<file path="src/rtl/dec_seq.sv">
// dec_seq: registered N-to-2^N one-hot decoder with level, pulse and scan sequencing.
// Latency: z, idx, active and wrap reflect load/tick/stop/g one cycle after the sampling edge.
// Backpressure: none; stop > load > tick on every edge, and g blanks z without pausing the sequence.
module dec_seq #(
    parameter int N       = 3,
    parameter int RST_IDX = 0
) (
    input  logic                clk,
    input  logic                resetl,
    input  logic [N-1:0]        sel,
    input  logic [1:0]          mode,
    input  logic                load,
    input  logic                tick,
    input  logic                stop,
    input  logic                g,
    output logic [(1<<N)-1:0]   z,
    output logic [N-1:0]        idx,
    output logic                active,
    output logic                wrap
);

    localparam int W = 1 << N;

    typedef enum logic [1:0] {
        M_LEVEL = 2'b00,
        M_PULSE = 2'b01,
        M_SCAN  = 2'b10,
        M_RSVD  = 2'b11
    } mode_t;

    mode_t          mode_r, mode_nx;
    logic [N-1:0]   idx_nx;
    logic           active_nx;
    logic           wrap_nx;
    logic [W-1:0]   z_nx;

    always_ff @(posedge clk or negedge resetl) begin
        if (!resetl) begin
            mode_r <= M_LEVEL;
            idx    <= N'(RST_IDX);
            active <= 1'b0;
            wrap   <= 1'b0;
            z      <= '0;
        end else begin
            mode_r <= mode_nx;
            idx    <= idx_nx;
            active <= active_nx;
            wrap   <= wrap_nx;
            z      <= z_nx;
        end
    end

    always_comb begin
        mode_nx   = mode_r;
        idx_nx    = idx;
        active_nx = active;
        wrap_nx   = 1'b0;

        if (stop) begin
            active_nx = 1'b0;
        end else if (load) begin
            idx_nx    = sel;
            mode_nx   = mode_t'(mode);
            active_nx = 1'b1;
        end else if (active) begin
            unique case (mode_r)
                M_PULSE: active_nx = 1'b0;
                M_SCAN: begin
                    if (tick) begin
                        idx_nx  = idx + N'(1);
                        wrap_nx = (idx == '1);
                    end
                end
                default: ; // LEVEL and reserved hold until stop
            endcase
        end
    end

    // Decode the value being written this edge so z tracks idx/active with no extra lag.
    always_comb begin
        z_nx = '0;
        if (active_nx && !g)
            z_nx[idx_nx] = 1'b1;
    end

endmodule

</file>
<file path="config.mk">
export PLATFORM = sky130hd
export DESIGN_NAME = dec_seq
export DESIGN_NICKNAME = d
export VERILOG_FILES = /design/src/rtl/dec_seq.sv
export SDC_FILE = /design/constraint.sdc
export NUM_CORES = 1
export LEC_CHECK = 0
export CAP_MARGIN = 10
export CORE_MARGIN = 8
export CORE_UTILIZATION = 42
export CTS_CLUSTER_DIAMETER = 150
export DETAILED_ROUTE_END_ITERATION = 16
export MAX_ROUTING_LAYER = met4
export PLACE_DENSITY = 0.76
export SETUP_SLACK_MARGIN = 0.4
export SLEW_MARGIN = 20
export SYNTH_ARGS = -nofsm -noshare
export SYNTH_HDL_FRONTEND = slang
export SYNTH_SLANG_ARGS = --single-unit
</file>
<file path="constraint.sdc">
create_clock -name clk -period 2.1 [get_ports clk]
set_input_delay 0.525 -clock clk [delete_from_list [all_inputs] [get_ports clk]]
set_output_delay 0.525 -clock clk [all_outputs]
set_load 0.01 [all_outputs]
</file>
# Word level (Yosys, flattened, before mapping)
# Cells that the tools add are included.
# Widths: inputs -> output; s select.
[totals]
n_memories = 0
out_inout_bits = 13
latchBits = 0
wordCells = 33
inputBits = 11
mem_bits_rw = 0
register_bits = 15
romBits = 0
[classes]
bitwise = 1
n_reduce_logical = 4
n_mul = 0
addsub = 1
shifts = 0
n_mux = 17
eq_ne = 3
n_div = 0
order_cmp = 2
[ops]
columns = ["operator", "n"]
rows = [
  ["$mux 3", 5],
  ["$mux 1", 10],
  ["$mux 8", 1],
  ["$lt 3x4->1 const B", 1],
  ["$add 3x1->3 const B", 1],
  ["$demux 1 s3", 1],
  ["$eq 3x3->1 const B", 1],
  ["$ge 3x1->1 const B", 1],
  ["$eq 2x1->1 const B", 1],
  ["$eq 2x2->1 const B", 1],
  ["$logic_and 1x1->1", 2],
  ["$reduce_and 2->1", 1],
  ["$logic_not 1->1", 1],
  ["$not 1->1", 1],
]

# Depth between registers and ports, before layout
# Gate-level depths: netlist of the first run.
[depth]
ltp_word = 11
ltp_mapped = 6
ltp_nobuf = 6

# Worst setup path before layout of the first run
# No wires, ideal clock.
[synth_path]
kind = "reg-to-reg"
startpoint = "register idx[0]"
endpoint = "register z[0]"
setup_ns = 0.101
period_less_slack_ns = 1.694
path_stages_with_launch = 7
n_path_buf = 0
slack_ns = 0.406
arrival_time_ns = 1.593
required_ns = 1.999
path_cell_list = "dfrtp_1 > ha_1 > ha_1 > nor4_1 > or3_1 > inv_1 > nor4_1"
[synth_between]
elab_chain_cells = 11
word_cells_on_any_way = 12
classes_between = "add/sub: 1; order compare: 2; mux: 8; reduce/logical: 1"
[synth_lines]
columns = ["element", "line", "rtl"]
rows = [
  ["from (decl)", "17", "output logic [N-1:0] idx,"],
  ["from (signal assigned)", "40", "idx <= N'(RST_IDX);"],
  ["from (signal assigned)", "46", "idx <= idx_nx;"],
  ["$add 3x1->3 (*)", "70", "idx_nx = idx + N'(1);"],
  ["$mux 3 (*)", "69", "if (tick) begin"],
  ["$mux 3 (*)", "66", "unique case (mode_r)"],
  ["$mux 3 (*)", "65", "end else if (active) begin"],
  ["$mux 3 (*)", "61", "end else if (load) begin"],
  ["$mux 3 (*)", "59", "if (stop) begin"],
  ["net idx_nx[2]", "32", "logic [N-1:0] idx_nx;"],
  ["$lt 3x4->1 (implied by the code) or $ge 3x1->1 (tied branches)", "83", "z_nx[idx_nx] = 1'b1;"],
  ["$logic_and 1x1->1 (implied by the code)", "83", ""],
  ["$mux 1 (implied by the code)", "83", ""],
  ["$demux 1 s3 (*)", "83", ""],
  ["$mux 8 (*)", "82", "if (active_nx && !g)"],
  ["net z_nx[0]", "35", "logic [W-1:0] z_nx;"],
  ["to (signal assigned)", "49", "z <= z_nx;"],
  ["to (decl)", "16", "output logic [(1<<N)-1:0] z,"],
]
# Mark *: on every way through the listed nets, which the timed path passes. The rest lies on a longest branch.
# A chain may end at the register's enable or synchronous reset.

# Worst setup path in the final report of the first run
[layout_path]
startpoint = "register idx[1]"
endpoint = "register z[4]"
[layout_between]
elab_chain_cells = 11
word_cells_on_any_way = 12
classes_between = "add/sub: 1; order compare: 2; mux: 8; reduce/logical: 1"
[layout_lines]
columns = ["element", "line"]
rows = [
  ["$add 3x1->3", "70"],
  ["$mux 3", "69"],
  ["$mux 3", "66"],
  ["$mux 3", "65"],
  ["$mux 3", "61"],
  ["$mux 3 (*)", "59"],
  ["$lt 3x4->1 (implied by the code) or $ge 3x1->1 (tied branches)", "83"],
  ["$logic_and 1x1->1 (implied by the code)", "83"],
  ["$mux 1 (implied by the code)", "83"],
  ["$demux 1 s3 (*)", "83"],
  ["$mux 8 (*)", "82"],
  ["net z_nx[4]", "35"],
]
# Marks and branches as above.

==> summary.md, run 1 <==
The run finished with clean final reports. For this run, the leading register cell type out of synthesis is sky130_fd_sc_hd__dfrtp_1. The logs give 0 ns for the setup TNS and 621 for the vias after detailed routing. The critical path goes through ha_2 -> ha_4 -> nor4_2 -> or3_4 -> buf_6 -> nor4_1. The maximum clock frequency is 517 MHz, and the core area is 1510 um2. The number of vias per cell was 5.35; the routed length on met2 was 1010 um.

IR analysis of the VDD net gives a maximum drop of 526 uV. Detailed placement ended at an HPWL of 1220 um. Total count of hold-check failures in the final report: 0. Startpoint-to-endpoint class of the critical path: flop to flop.

Registers are responsible for 42.9% of the overall power. Leaving out filler cells and counting taps, the final layout contains 116. Setup slack of the worst register-to-register path: 0.17 ns.

The logs give 0.757 mW for the power consumption and 874 um for the routed length on met1. The first detailed-routing pass ran for 4 iterations. In this run, synthesis inferred 0 flip-flops with an integrated enable. The die is 56.1 um tall.

Setup repair after global routing could not meet its margin everywhere. The area growth from synthesis to layout is 73.2%. Clock latency reported for the late side of the worst-skew pair: 0.29 ns. The worst setup path is captured at a flop.

The clock edge transition at the registers on the reported setup and hold paths came out at 0.09 ns. Worst hold path endpoint: mode_r[0]. The clock network burns 22.9% of the power. For this design the top-level I/O count stands at 24. Global routing finished with a remaining overflow of 0. The cell at the slowest stage of the critical path was sky130_fd_sc_hd__dfrtp_1. After floorplanning, the core was divided into 14 placement rows. The worst hold path was traced through 2 stages.

At the pin with the least slew margin, the transition time is 0.638 ns. For this block, the initial DRC count from the detailed router was 12. Of the total power, the share spent switching nets is 32.7%. TritonCTS built the clock tree. The maximum net fanout on the critical path was 4; the average instance area after synthesis was 11.7 um2.

For the count of unique library cells instantiated by Yosys, the log shows 22. The worst pin sits at a relative slew slack of 57.3%. By area the synthesized netlist is led by sky130_fd_sc_hd__dfrtp_1 (55%), sky130_fd_sc_hd__nor4_1 (9.2%), sky130_fd_sc_hd__ha_1 (3.7%), sky130_fd_sc_hd__nand4b_4 (3.5%), sky130_fd_sc_hd__buf_6 (3.3%). After synthesis the cells add up to 677 um2. The logs give 0.791 for the final estimated routing congestion in global placement and 0 for the warning count from the yosys run. The internal portion of the total power is 0.509 mW. Beginning of the worst register-to-register path: idx[1].

The cell count after placement is 101, and the number of nets in the layout is 114. The global-route wire length before repair was 2980 um. After synthesis, the most frequently instantiated cells are sky130_fd_sc_hd__dfrtp_1 (15), sky130_fd_sc_hd__nor4_1 (10), sky130_fd_sc_hd__nand2_1 (6).

The data required time of the worst path was 2.27 ns; the routed wire length was 1980 um. The data arrival at the endpoint of the critical path is 2.10 ns, and the wire length on met3 is 66 um. The total of flip-flops plus latches after synthesis is 15, and the number of nets with antenna violations after routing is 0.

Once the floorplan was initialized, standard cells occupied 44.9% of the core. The number of nets handed over by synthesis was 71. The H-tree depth was 1; the number of max-slew violations in the final report was 0.

The portion of synthesized cell area occupied by the leading cell type is 55.5%, and the total clock buffers created by CTS is 3. Power spread over the standard cell area amounts to 646 nW/um2. The via count of the first global-routing pass is 605, and the final setup violation count is 0. The total of hold buffers inserted after clock tree synthesis came out at 0. Of the cells placed in the final design, the portion with a size suffix greater than 1 is 42.0%.

The dominant cell by count in the synthesized netlist was sky130_fd_sc_hd__dfrtp_1. Input and output buffers added on the ports amount to 23. The overall die width is 56.1 um, and the TritonCTS sink count is 15.

The run gives 93 as the number of fill cells in the layout. The worst hold path class is flop to flop. STA classifies the critical path startpoint as a flop. The number of cell instances on the worst register-to-register path is 6. The worst path uses 92.0% of the clock period. For the standby leakage power, the log shows 0.612 nW.

No sink is reached through more buffers than the 2 on the longest clock path. After synthesis, flip-flops and latches occupy 55.5% of the total area. 0 antenna diodes ended up in the layout.

The synthesized design spends more area on one cell type than any other, namely sky130_fd_sc_hd__dfrtp_1. The endpoint identified for the worst register-to-register timing path is z[4]. Setup slack on the critical path of the routed design comes to 0.167 ns.

The max capacitance violation total was 0; the minimum clock period after layout was 1.93 ns. The tools report the area of the die as 3150 um2. The logs give 0.00225 ns for the worst clock skew on the final layout and 58 for the synthesized netlist cell count. In this run the clock root is driven by a sky130_fd_sc_hd__clkbuf_4. For the number of antenna violations at the first check in global routing, the log shows 0. The worst hold path startpoint is mode_r[0]. The pin count of the biggest net entering global routing came out at 16. The highest metal layer carrying signal wires in the routed design is met4.

The run gives -0.173 ns as the pre-CTS setup slack. On the worst path, the slowest cell contributes a delay of 0.43 ns. In the final routed layout, each cell accounts on average for 17.1 um. Global routing consumed, over all layers together, 12.2% of the routing resources. The combinational share of power is 34.2%, and the switching power total is 0.248 mW.

Post-synthesis async set-or-reset flop share: 100%. The tools report the number of remaining DRC errors as 0.
[through the flow]
step           utilization (%)  hold slack [ns]  cell area (um2)
6_report                  77.8            0.520             1170
5_1_grt                   77.8            0.538             1170
3_3_place_gp              63.0            0.495              950
2_1_floorplan                -            0.229              677
3_5_place_dp              63.0            0.504              950
4_1_cts                   71.5            0.524             1080
[layer usage]
| layer | vias to the layer above | global-route usage [%] |
|---|---|---|
| li1 | 297 | - |
| met1 | 310 | 14.1 |
| met2 | 11 | 18.9 |
| met3 | 3 | 2.51 |
| met4 | 0 | 7.22 |
| met5 | - | - |
[power by group through the flow]
stage / registers, mW / clock network (mW) / logic, mW
final: 0.324 / 0.174 / 0.259
after global routing: 0.327 / 0.189 / 0.278
after CTS: 0.324 / 0.179 / 0.208
after detailed placement: 0.335 / 0 / 0.163
after global placement: 0.334 / 0 / 0.162
after floorplan: 0.339 / 0 / 0.0739
[critical path, delay by kind of cell (launching register included)]
kind                     cells  cell delay (ns)
AND/OR/NAND/NOR              3             0.76
adder cells (fa/ha/maj)      2             0.48
flip-flops                   1             0.43
buffers and inverters        1             0.14
[logic make-up after synthesis]
logic type                 share of synthesized area (%)
adders and majority gates                           3.70
buffers and inverters                               6.65
DFF                                                 55.5
and+or+nand+nor                                     30.5
AOI/OAI and AO/OA                                   3.70
[state kept, by name, indices dropped and copies added (netlist names)]
signal and flops:
active 1, mode_r 2, wrap 1, z 8, idx 3
[worst max-delay path by stage]
| stage | startpoint | to | slack [ns] | cells after the start |
|---|---|---|---|---|
| 3_5_place_dp | stop | z[7] | -0.17 | 5 |
| 6_report | idx[1] | z[4] | 0.17 | 6 |
| 3_3_place_gp | tick | z[7] | -0.16 | 5 |
| 2_1_floorplan | idx[0] | z[0] | 0.41 | 6 |
| 4_1_cts | idx[1] | z[3] | 0.33 | 6 |
| 5_1_grt | idx[1] | z[4] | 0.15 | 6 |
[layout by cell type, fill, tap and decap left out]
| master | count |
|---|---|
| sky130_fd_sc_hd__buf_4 | 16 |
| sky130_fd_sc_hd__dfrtp_1 | 15 |
| sky130_fd_sc_hd__dlygate4sd2_1 | 12 |
| sky130_fd_sc_hd__clkdlybuf4s50_1 | 7 |
| sky130_fd_sc_hd__nand2_1 | 6 |
| sky130_fd_sc_hd__nor4_2 | 5 |
| sky130_fd_sc_hd__dlymetal6s2s_1 | 4 |
| sky130_fd_sc_hd__or3_4 | 3 |
| sky130_fd_sc_hd__nor4_4 | 3 |
| sky130_fd_sc_hd__clkbuf_4 | 3 |
| sky130_fd_sc_hd__inv_2 | 2 |
| sky130_fd_sc_hd__o22ai_1 | 2 |
| sky130_fd_sc_hd__nor3b_1 | 2 |
| sky130_fd_sc_hd__nor4_1 | 2 |
| sky130_fd_sc_hd__buf_6 | 2 |
| sky130_fd_sc_hd__nor2b_2 | 1 |
| sky130_fd_sc_hd__a22oi_1 | 1 |
| sky130_fd_sc_hd__nand4b_4 | 1 |
| sky130_fd_sc_hd__or4_1 | 1 |
| sky130_fd_sc_hd__nand3b_1 | 1 |
| sky130_fd_sc_hd__and3_4 | 1 |
| sky130_fd_sc_hd__inv_1 | 1 |
| sky130_fd_sc_hd__nand2b_2 | 1 |
| sky130_fd_sc_hd__inv_4 | 1 |
| sky130_fd_sc_hd__nand2b_1 | 1 |
| sky130_fd_sc_hd__a21oi_1 | 1 |
| sky130_fd_sc_hd__nor2_1 | 1 |
| sky130_fd_sc_hd__nor4b_1 | 1 |
| sky130_fd_sc_hd__ha_2 | 1 |
| sky130_fd_sc_hd__ha_4 | 1 |
| sky130_fd_sc_hd__clkinvlp_4 | 1 |
[timing repair]
action                                  in CTS  in global routing
gates resized for setup                     27                 11
endpoints found under the setup margin      20                 12
pin swaps                                    9                  6
buffers inserted                             6                  5
[layout make-up]
cell class | count | area, um2 | area share, %
flip-flops and latches | 15 | 375 | 32.0
repair buffers | 41 | 368 | 31.4
clock inverters | 1 | 7.51 | 0.640
inverters | 4 | 17.5 | 1.49
well taps | 16 | 20.0 | 1.71
multi-input cells | 36 | 362 | 30.8
clock buffers | 3 | 22.5 | 1.92
No activity file was read; power rests on OpenSTA's default activity.
==> run 2: changes to the inputs <==
--- a/config.mk
+++ b/config.mk
@@ -10,6 +10,7 @@
 export CORE_UTILIZATION = 42
 export CTS_CLUSTER_DIAMETER = 150
 export DETAILED_ROUTE_END_ITERATION = 16
+export HOLD_SLACK_MARGIN = 0.06
 export MAX_ROUTING_LAYER = met4
 export PLACE_DENSITY = 0.76
 export SETUP_SLACK_MARGIN = 0.4
==> results of run 2 <==
The final DEF is identical to that of run 1; final timing and power are the same.
==> run 3: changes to the inputs <==
--- a/config.mk
+++ b/config.mk
@@ -18,3 +18,4 @@
 export SYNTH_ARGS = -nofsm -noshare
 export SYNTH_HDL_FRONTEND = slang
 export SYNTH_SLANG_ARGS = --single-unit
+export TNS_END_PERCENT = 20
==> summary.md, run 3 (synthesis gave the netlist of run 1 again) <==
Data required time of the worst path: 2.29 ns. The logs give 14 for the initial DRC count and 56.1% for the normalized max-slew margin. For the number of antenna diodes, the log shows 0. The logs give 1510 um2 for the core area and 528 uV for the maximum vdd ir drop. Entering global routing, the biggest net connects 16 pins. The root buffer selected by CTS is sky130_fd_sc_hd__clkbuf_4. The startpoint class of the critical path is a flop.

In this run the remaining antenna-violating nets after routing total 0. Between clock sinks in the finished design, the worst skew comes to 0.00335 ns. The number of antenna violations at the first check in global routing was 0; the number of nets in the layout was 112. The detailed-router iteration count before antenna repair was 4. The clock net in this run drives a total of 15 sinks. In the final layout, the registers with the most flip-flops are z (8), idx (3), mode_r (2). At the pin with the least slew margin, the transition time is 0.656 ns. Row generation in the floorplan step produced 14 rows.

The area growth from synthesis to layout is 69.1%. For the number of top-level pins, the log shows 24. Clock latency on the worst-skew pair, taken at its later pin, is 0.29 ns.

The die covers 3150 um2. The total count of hold-check failures in the final report was 0; the minimum clock period after layout was 1.79 ns. The maximum buffer depth of the clock tree is 2. The congestion estimate from routability-driven global placement came to 0.791.

The logs give 0.745 mW for the power consumption and 3 for the total clock buffers created by CTS. The H-tree depth came out at 1. Input and output buffers added on the ports amount to 23. The fraction of final layout cells sized beyond drive strength 1 is 38.8%, and the maximum clock frequency is 559 MHz. The wire length on met3 is 74 um. The filler cells instantiated in the layout total 93. In the detailed route, the total length drawn on met2 is 1000 um. The tools report the final setup violation count as 0. Global routing finished with a remaining overflow of 0. The worst hold path was traced through 2 stages. The run gives 1.98 ns as the data arrival at the endpoint of the critical path. The register with the most flip-flops in the layout has 8 of them. The run finished with clean final reports.

Setup repair after global routing could not meet its margin everywhere. Summed over all cells, the static leakage comes to 0.510 nW. The number of max-slew violations in the final report came out at 0. Dividing the detail-routed wire length by the instance count gives 17.3 um.

The tools report the routed wire length as 1980 um. After clock tree synthesis, the flow added hold-fix buffers numbering 0. The tool flagged a number of max-cap violations equal to 0. For this run, design rule violations remaining after detail routing come to 0.

The via count of the first global-routing pass is 600. The HPWL after detailed placement was 1220 um; the areal power density over the cells was 651 nW/um2. The top cell types in the final layout, fill and taps aside, are sky130_fd_sc_hd__clkdlybuf4s50_1 (18), sky130_fd_sc_hd__buf_4 (16), sky130_fd_sc_hd__dfrtp_1 (15).

The overall die width was 56.1 um. The worst hold path belongs to the class flop to flop. Leading cell type in the layout, fill and taps excluded: sky130_fd_sc_hd__clkdlybuf4s50_1. In this run the worst path has a maximum fanout of 5. Clock-pin slew was measured on the worst setup and hold paths at 0.09 ns. More flip-flops sit in one register than any other, and that register is z.

Excluding fillers, the count of instances in the completed layout stands at 114. Summing all flip-flop and latch instances after layout gives 375 um2. Area taken by multi-input logic gates: 352 um2.

The worst register-to-register path has a depth of 5. Including well taps, the total number of placed cells is 101. The worst setup path is captured at a flop. Dividing the detail-routed via count by the number of cells gives 5.46. The starting utilization of the core area came out at 44.9%.

Uppermost layer routed: met4. Routed length on met1: 861 um. The global-route wire length before repair came out at 2970 um. The setup path with the least slack is of type flop to flop. Dividing the final minimum period by the clock period gives 85.1%. TritonCTS built the clock tree. The die boundary height is 56.1 um, and the vias after detailed routing is 622.

Global routing consumed, over all layers together, 12.2% of the routing resources.
## run 3: cell count changes in the layout (fill, tap and decap cells not counted), sizes merged
cell	before	now
dlygate4sd2	12	4
clkdlybuf4s50	7	18
buf	18	16
dlymetal6s2s	4	1
## run 3: per-layer routing
metal	up-vias	global-route usage, %
met5	-	-
met4	0	7.22
met3	4	2.51
met2	16	18.9
met1	307	14.1
li1	295	-
## run 3: final timing paths
check	endpoint	slack (ns)	from
max	z[5]	0.31	idx[1]
min	mode_r[0]	0.52	mode_r[0]
max reg2reg	z[5]	0.31	idx[1]
min reg2reg	mode_r[0]	0.52	mode_r[0]
max in group asynchronous	mode_r[1]	1.05	resetl
min in group asynchronous	z[3]	0.63	resetl
## run 3: cell type report
class                           count  share of cell area, %
Clock buffer                        3                   1.97
Clock inverter                      1                  0.656
Inverter                            4                   1.75
Multi-Input combinational cell     36                   30.7
Sequential cell                    15                   32.8
Tap cell                           16                   1.75
Timing Repair Buffer               39                   30.4
## run 3: per-stage QoR
| stage | setup slack, ns | instance area [um2] | setup TNS (ns) | hold WS [ns] | util (%) |
|---|---|---|---|---|---|
| floorplan | 0.406 | 677 | 0 | 0.229 | - |
| global placement | -0.159 | 950 | -0.748 | 0.495 | 63.0 |
| detailed placement | -0.173 | 950 | -1.03 | 0.504 | 63.0 |
| CTS | 0.296 | 1070 | 0 | 0.524 | 71.3 |
| global route | 0.268 | 1140 | 0 | 0.538 | 76.0 |
| finish | 0.313 | 1140 | 0 | 0.521 | 76.0 |
## run 3: power breakdown
part,switching [mW],total (mW),internal (mW),leakage (nW)
Sequential,0.0170,0.326,0.309,0.198
Combinational,0.127,0.249,0.121,0.298
Clock,0.0979,0.170,0.0725,0.0139
Total,0.242,0.745,0.503,0.510
## run 3: timing repair
action / 4_1_cts / 5_1_grt
gates resized for setup: 18 / 7
endpoints found under the setup margin: 20 / 20
setup buffers: 5 / 4
pin swaps: 7 / 6
## run 3: worst max-delay path, stage by stage (launching register included)
cell,delay [ns]
sky130_fd_sc_hd__dfrtp_1,0.42
sky130_fd_sc_hd__ha_2,0.20
sky130_fd_sc_hd__ha_1,0.28
sky130_fd_sc_hd__nor4_2,0.05
sky130_fd_sc_hd__or3_4,0.43
sky130_fd_sc_hd__nor4_2,0.31
==> edit 1 (config.mk and constraints of run 3) <==
Register the output `wrap` once more, cleared by the reset; this adds one clock of latency there. The other outputs are not delayed to match. Comments in the files are not updated.
--- a/src/rtl/dec_seq.sv
+++ b/src/rtl/dec_seq.sv
@@ -30,2 +30,4 @@
 
+    logic wrap_s0;
+
     mode_t          mode_r, mode_nx;
@@ -41,3 +43,3 @@
             active <= 1'b0;
-            wrap   <= 1'b0;
+            wrap_s0 <= 1'b0;
             z      <= '0;
@@ -47,3 +49,3 @@
             active <= active_nx;
-            wrap   <= wrap_nx;
+            wrap_s0 <= wrap_nx;
             z      <= z_nx;
@@ -85,2 +87,10 @@
 
+    always_ff @(posedge clk or negedge resetl) begin
+        if (!resetl) begin
+            wrap <= '0;
+        end else begin
+            wrap <= wrap_s0;
+        end
+    end
+
 endmodule
Function: changed (Yosys sat finds a counterexample within 4 cycles, from zero or initial values and one cycle with resetl low).
==> edit 1 against run 3 <==
  * Cell area rose by 12%
  * Critical path depth is 4 lower
  * Wire length increased by 3.8%
  * Sequential share of layout area fell by 1.3 points
  * Die area up 5.1%
  * Cell count shrank 0.88%
  * Via count increased by 1.8%
  * Power is 15% higher
  * Highest routed layer unchanged
  * Sequential cell count is 1 higher
  * Setup slack worse by 0.039 ns
  * Hold slack got worse by 0.15 ns
  * Area after synthesis up 7.2%
==> edit 1: results (changes against run 3) <==
Overall Global Routing Usage 13.03% (+0.85 points); Slew HR 62.89% (+6.7 points); global-route wire length before repair 3187 um (+7.2%); status finished clean; met3 routed WL 169 um (+130%); final net count 110 (-1.8%); IR drop worst, VDD 397.6 uV (-25%); Adder-Cell Fraction of Synth Area 3.448% (-0.25 points); Worst path max stage delay 0.57 ns (+0.14 ns); met1 Use GR 11.66% (-2.5 points); Post-Route WL 2053 um (+3.8%); met2 wire len 1072 um (+7.0%); met3 Track Usage GR 4.709% (+2.2 points); Area contributors post-synth dfrtp_1 (55%), nor4_1 (7.8%), ha_1 (3.4%), nand4b_4 (3.3%), mux2_2 (3.1%); register area share after synthesis 55.17% (-0.28 points); gpl congestion 0.7311 (-7.5%); Post-synth top cells dfrtp_1 (16), nor4_1 (9), inv_2 (3); multiplexer area fraction after synthesis 3.103% (+3.1 points); vias in the first global route 692 (+15%); Placement Setup Slack -0.1750 ns (-0.002198 ns); share of cells above drive strength 1 50.00% (+11 points); Synth Area in Compound Gates 7.759% (+4.1 points); met2 GRT Util 22.99% (+4.1 points); wire length on met1 754 um (-12%); Detailed Place HPWL 1265 um (+3.3%)
## edit 1: changes by cell type after synthesis, moves of 2 or more
cell and delta:
nand2_1 -6, o22ai_1 -2, mux2_2 +2, inv_2 +3, inv_1 -3
## edit 1: area by class of cell
cell class              instances  area (um^2)
multi-input cells              32        432.9
flip-flops and latches         16        402.9
fillers                       110        390.4
repair buffers                 40        366.6
clock buffers                   4        36.28
well taps                      17        21.27
inverters                       4        20.02
## edit 1: what timing repair did
action | 4_1_cts | 5_1_grt
resized for setup | 20 | 10
endpoints found under the hold margin | 0 | 0
setup buffers | 5 | 3
cloned | 1 | 0
pin swaps | 8 | 3
endpoints found under the setup margin | 15 | 19
## edit 1: stage by stage
stage	util, %	power [mW]	cells	area, um^2
4_1_cts	71.54	0.8073	110	1195
2_1_floorplan	-	0.4536	55	740.7
6_report	76.63	0.8533	113	1280
5_1_grt	76.63	0.8955	113	1280
3_5_place_dp	61.80	0.5484	100	1032
3_3_place_gp	61.80	0.5425	100	1032
## edit 1: final timing paths
check                                  startpoint                to  slack, ns  cells past startpoint
worst max-delay path             idx[2]$_DFF_PN0_            idx[2]       0.27                      1
worst min-delay path            wrap_s0$_DFF_PN0_    wrap$_DFF_PN0_       0.37                      0
worst max register to register   idx[0]$_DFF_PN0_    z[3]$_DFF_PN0_       0.38                      6
worst min register to register  wrap_s0$_DFF_PN0_    wrap$_DFF_PN0_       0.37                      0
max in group asynchronous                  resetl  idx[1]$_DFF_PN0_       1.36                      2
min in group asynchronous                  resetl  idx[2]$_DFF_PN0_       0.53                      2
## edit 1: where the power goes
group	total [mW]	switching (mW)	internal, mW
Sequential	0.351	0.0216	0.330
Combinational	0.292	0.143	0.149
Clock	0.210	0.104	0.106
Total	0.853	0.268	0.585
==> edit 2 (config.mk and constraints of run 3) <==
Without the edit above. `N`: 3 -> 4.
--- a/src/rtl/dec_seq.sv
+++ b/src/rtl/dec_seq.sv
@@ -4,3 +4,3 @@
 module dec_seq #(
-    parameter int N       = 3,
+    parameter int N       = 4,
     parameter int RST_IDX = 0
Interface: changed (resized idx, sel and z); port bits go from 24 to 34. The function was not compared with the original's and may differ.
==> edit 2 against run 3 <==
  * Sequential cell count increased by 9
  * Cell area increased by 57%
  * Wire length increased by 68%
  * Setup slack worse by 0.14 ns
  * Power grew 70%
  * Global-route usage up 3.1 points
  * Via count grew 56%
  * Area after synthesis grew 50%
==> edit 2: results (changes against run 3) <==
XOR/XNOR Fraction of Synth Area 0% (unchanged); vias 973 (+56%); Synth Area in Compound Gates 8.979% (+5.3 points); Post-DP Area 1525 um^2 (+61%); Worst-path clk slew 0.13 ns (+0.04 ns); met3 routed WL 221 um (+200%); initial antenna violation count 0 (unchanged); Detailed Place HPWL 1904 um (+55%); IR drop worst, VDD 624.5 uV (+18%); r2r setup slk 0.17 ns (-0.14 ns); gpl congestion 0.8341 (+5.5%); syn avg cell area 12.26 um^2 (+5.0%); switching power 0.3723 mW (+54%); register area share after synthesis 59.04% (+3.6 points); CP Max Fanout 4 (-1); vias in the first global route 998 (+66%); met2 wire len 1698 um (+69%); worst hold slack 0.5417 ns (+0.02082 ns); Post-synth top cells dfrtp_1 (24), nor3_1 (10), buf_2 (5); WP data arrival 2.17 ns (+0.19 ns); Clock Latency Late Sink 0.32 ns (+0.03 ns); Area contributors post-synth dfrtp_1 (59%), nor3_1 (4.9%), nor4_2 (4.9%), a221oi_4 (2.6%), buf_2 (2.5%); Fill cells 151 (+62%); P_leak 0.7877 nW (+55%); Adder-Cell Fraction of Synth Area 1.230% (-2.5 points); Sequential Power Share 40.8% (-2.9 points); Largest regs z (16), idx (4), mode_r (2); final net count 163 (+46%); status finished clean; actual slew at the worst max-slew pin 0.3287 ns (-0.3270 ns); power share of the clock group 26.5% (+3.6 points); PortBufs 33 (+43%); Synthesized Nets 96 (+35%); Crit-path slowest cell dfrtp_1; Placement Setup Slack -0.3427 ns (-0.1699 ns); Overall Global Routing Usage 15.30% (+3.1 points); CTS-repair resized insts 21 (+3); DRT iter0 DRCs 73 (+59); setup repair bufs after CTS 10 (+5); wire length on met1 1280 um (+49%); share of cells above drive strength 1 42.28% (+3.5 points); Final period util 91.92% (+6.8 points); global-route wire length before repair 4981 um (+68%); Pwr Density 704.9 nW/um^2 (+8.3%); multiplexer area fraction after synthesis 3.690% (+3.7 points); largest net degree at the start of global routing 25 (+9); Post-Route WL 3320 um (+68%); clk_skew 0.004486 ns (+0.001134 ns); Worst Hold Class primary input to asynchronous set/reset pin; Pwr Total 1.266 mW (+70%); Worst path max stage delay 0.41 ns (-0.02 ns)
-- edit 2: changes by cell type after synthesis, sizes merged, moves of 3 or more --
| cell | before | now |
|---|---|---|
| dfrtp | 15 | 24 |
| nor2b | 1 | 4 |
| mux2 | 0 | 3 |
| or3 | 3 | 0 |
| nor3 | 0 | 10 |
| nand2 | 6 | 2 |
-- edit 2: worst paths after layout --
path	startpoint	endpoint	depth (start not counted)
worst max-delay path	mode_r[0]$_DFFE_PN0P_	z[7]$_DFF_PN0_	7
worst min-delay path	resetl	z[11]$_DFF_PN0_	2
worst max register to register	mode_r[0]$_DFFE_PN0P_	z[7]$_DFF_PN0_	7
worst min register to register	mode_r[1]$_DFFE_PN0P_	mode_r[1]$_DFFE_PN0P_	1
max in group asynchronous	resetl	idx[0]$_DFF_PN0_	2
min in group clk	mode_r[1]$_DFFE_PN0P_	mode_r[1]$_DFFE_PN0P_	1
-- edit 2: cell families (layout without fill, tap and decap cells) --
logic type      after synthesis  in the layout
simple gates                 34             34
flops                        24             24
buf+inv                      11             77
compound gates               10             10
mux                           3              3
fa+ha+maj                     1              1
-- edit 2: area by class of cell --
| class | instances | share of cell area (%) |
|---|---|---|
| flip-flops and latches | 24 | 33.57 |
| repair buffers | 66 | 33.50 |
| repair inverters | 1 | 0.4178 |
| multi-input cells | 48 | 25.84 |
| clock buffers | 3 | 1.253 |
| inverters | 6 | 1.671 |
| clock inverters | 1 | 1.671 |
| well taps | 30 | 2.089 |
-- edit 2: layer usage --
metal | up-vias | global-route usage [%]
li1 | 437 | -
met1 | 475 | 16.19
met2 | 47 | 25.83
met3 | 14 | 3.231
met4 | 0 | 8.992
met5 | - | -
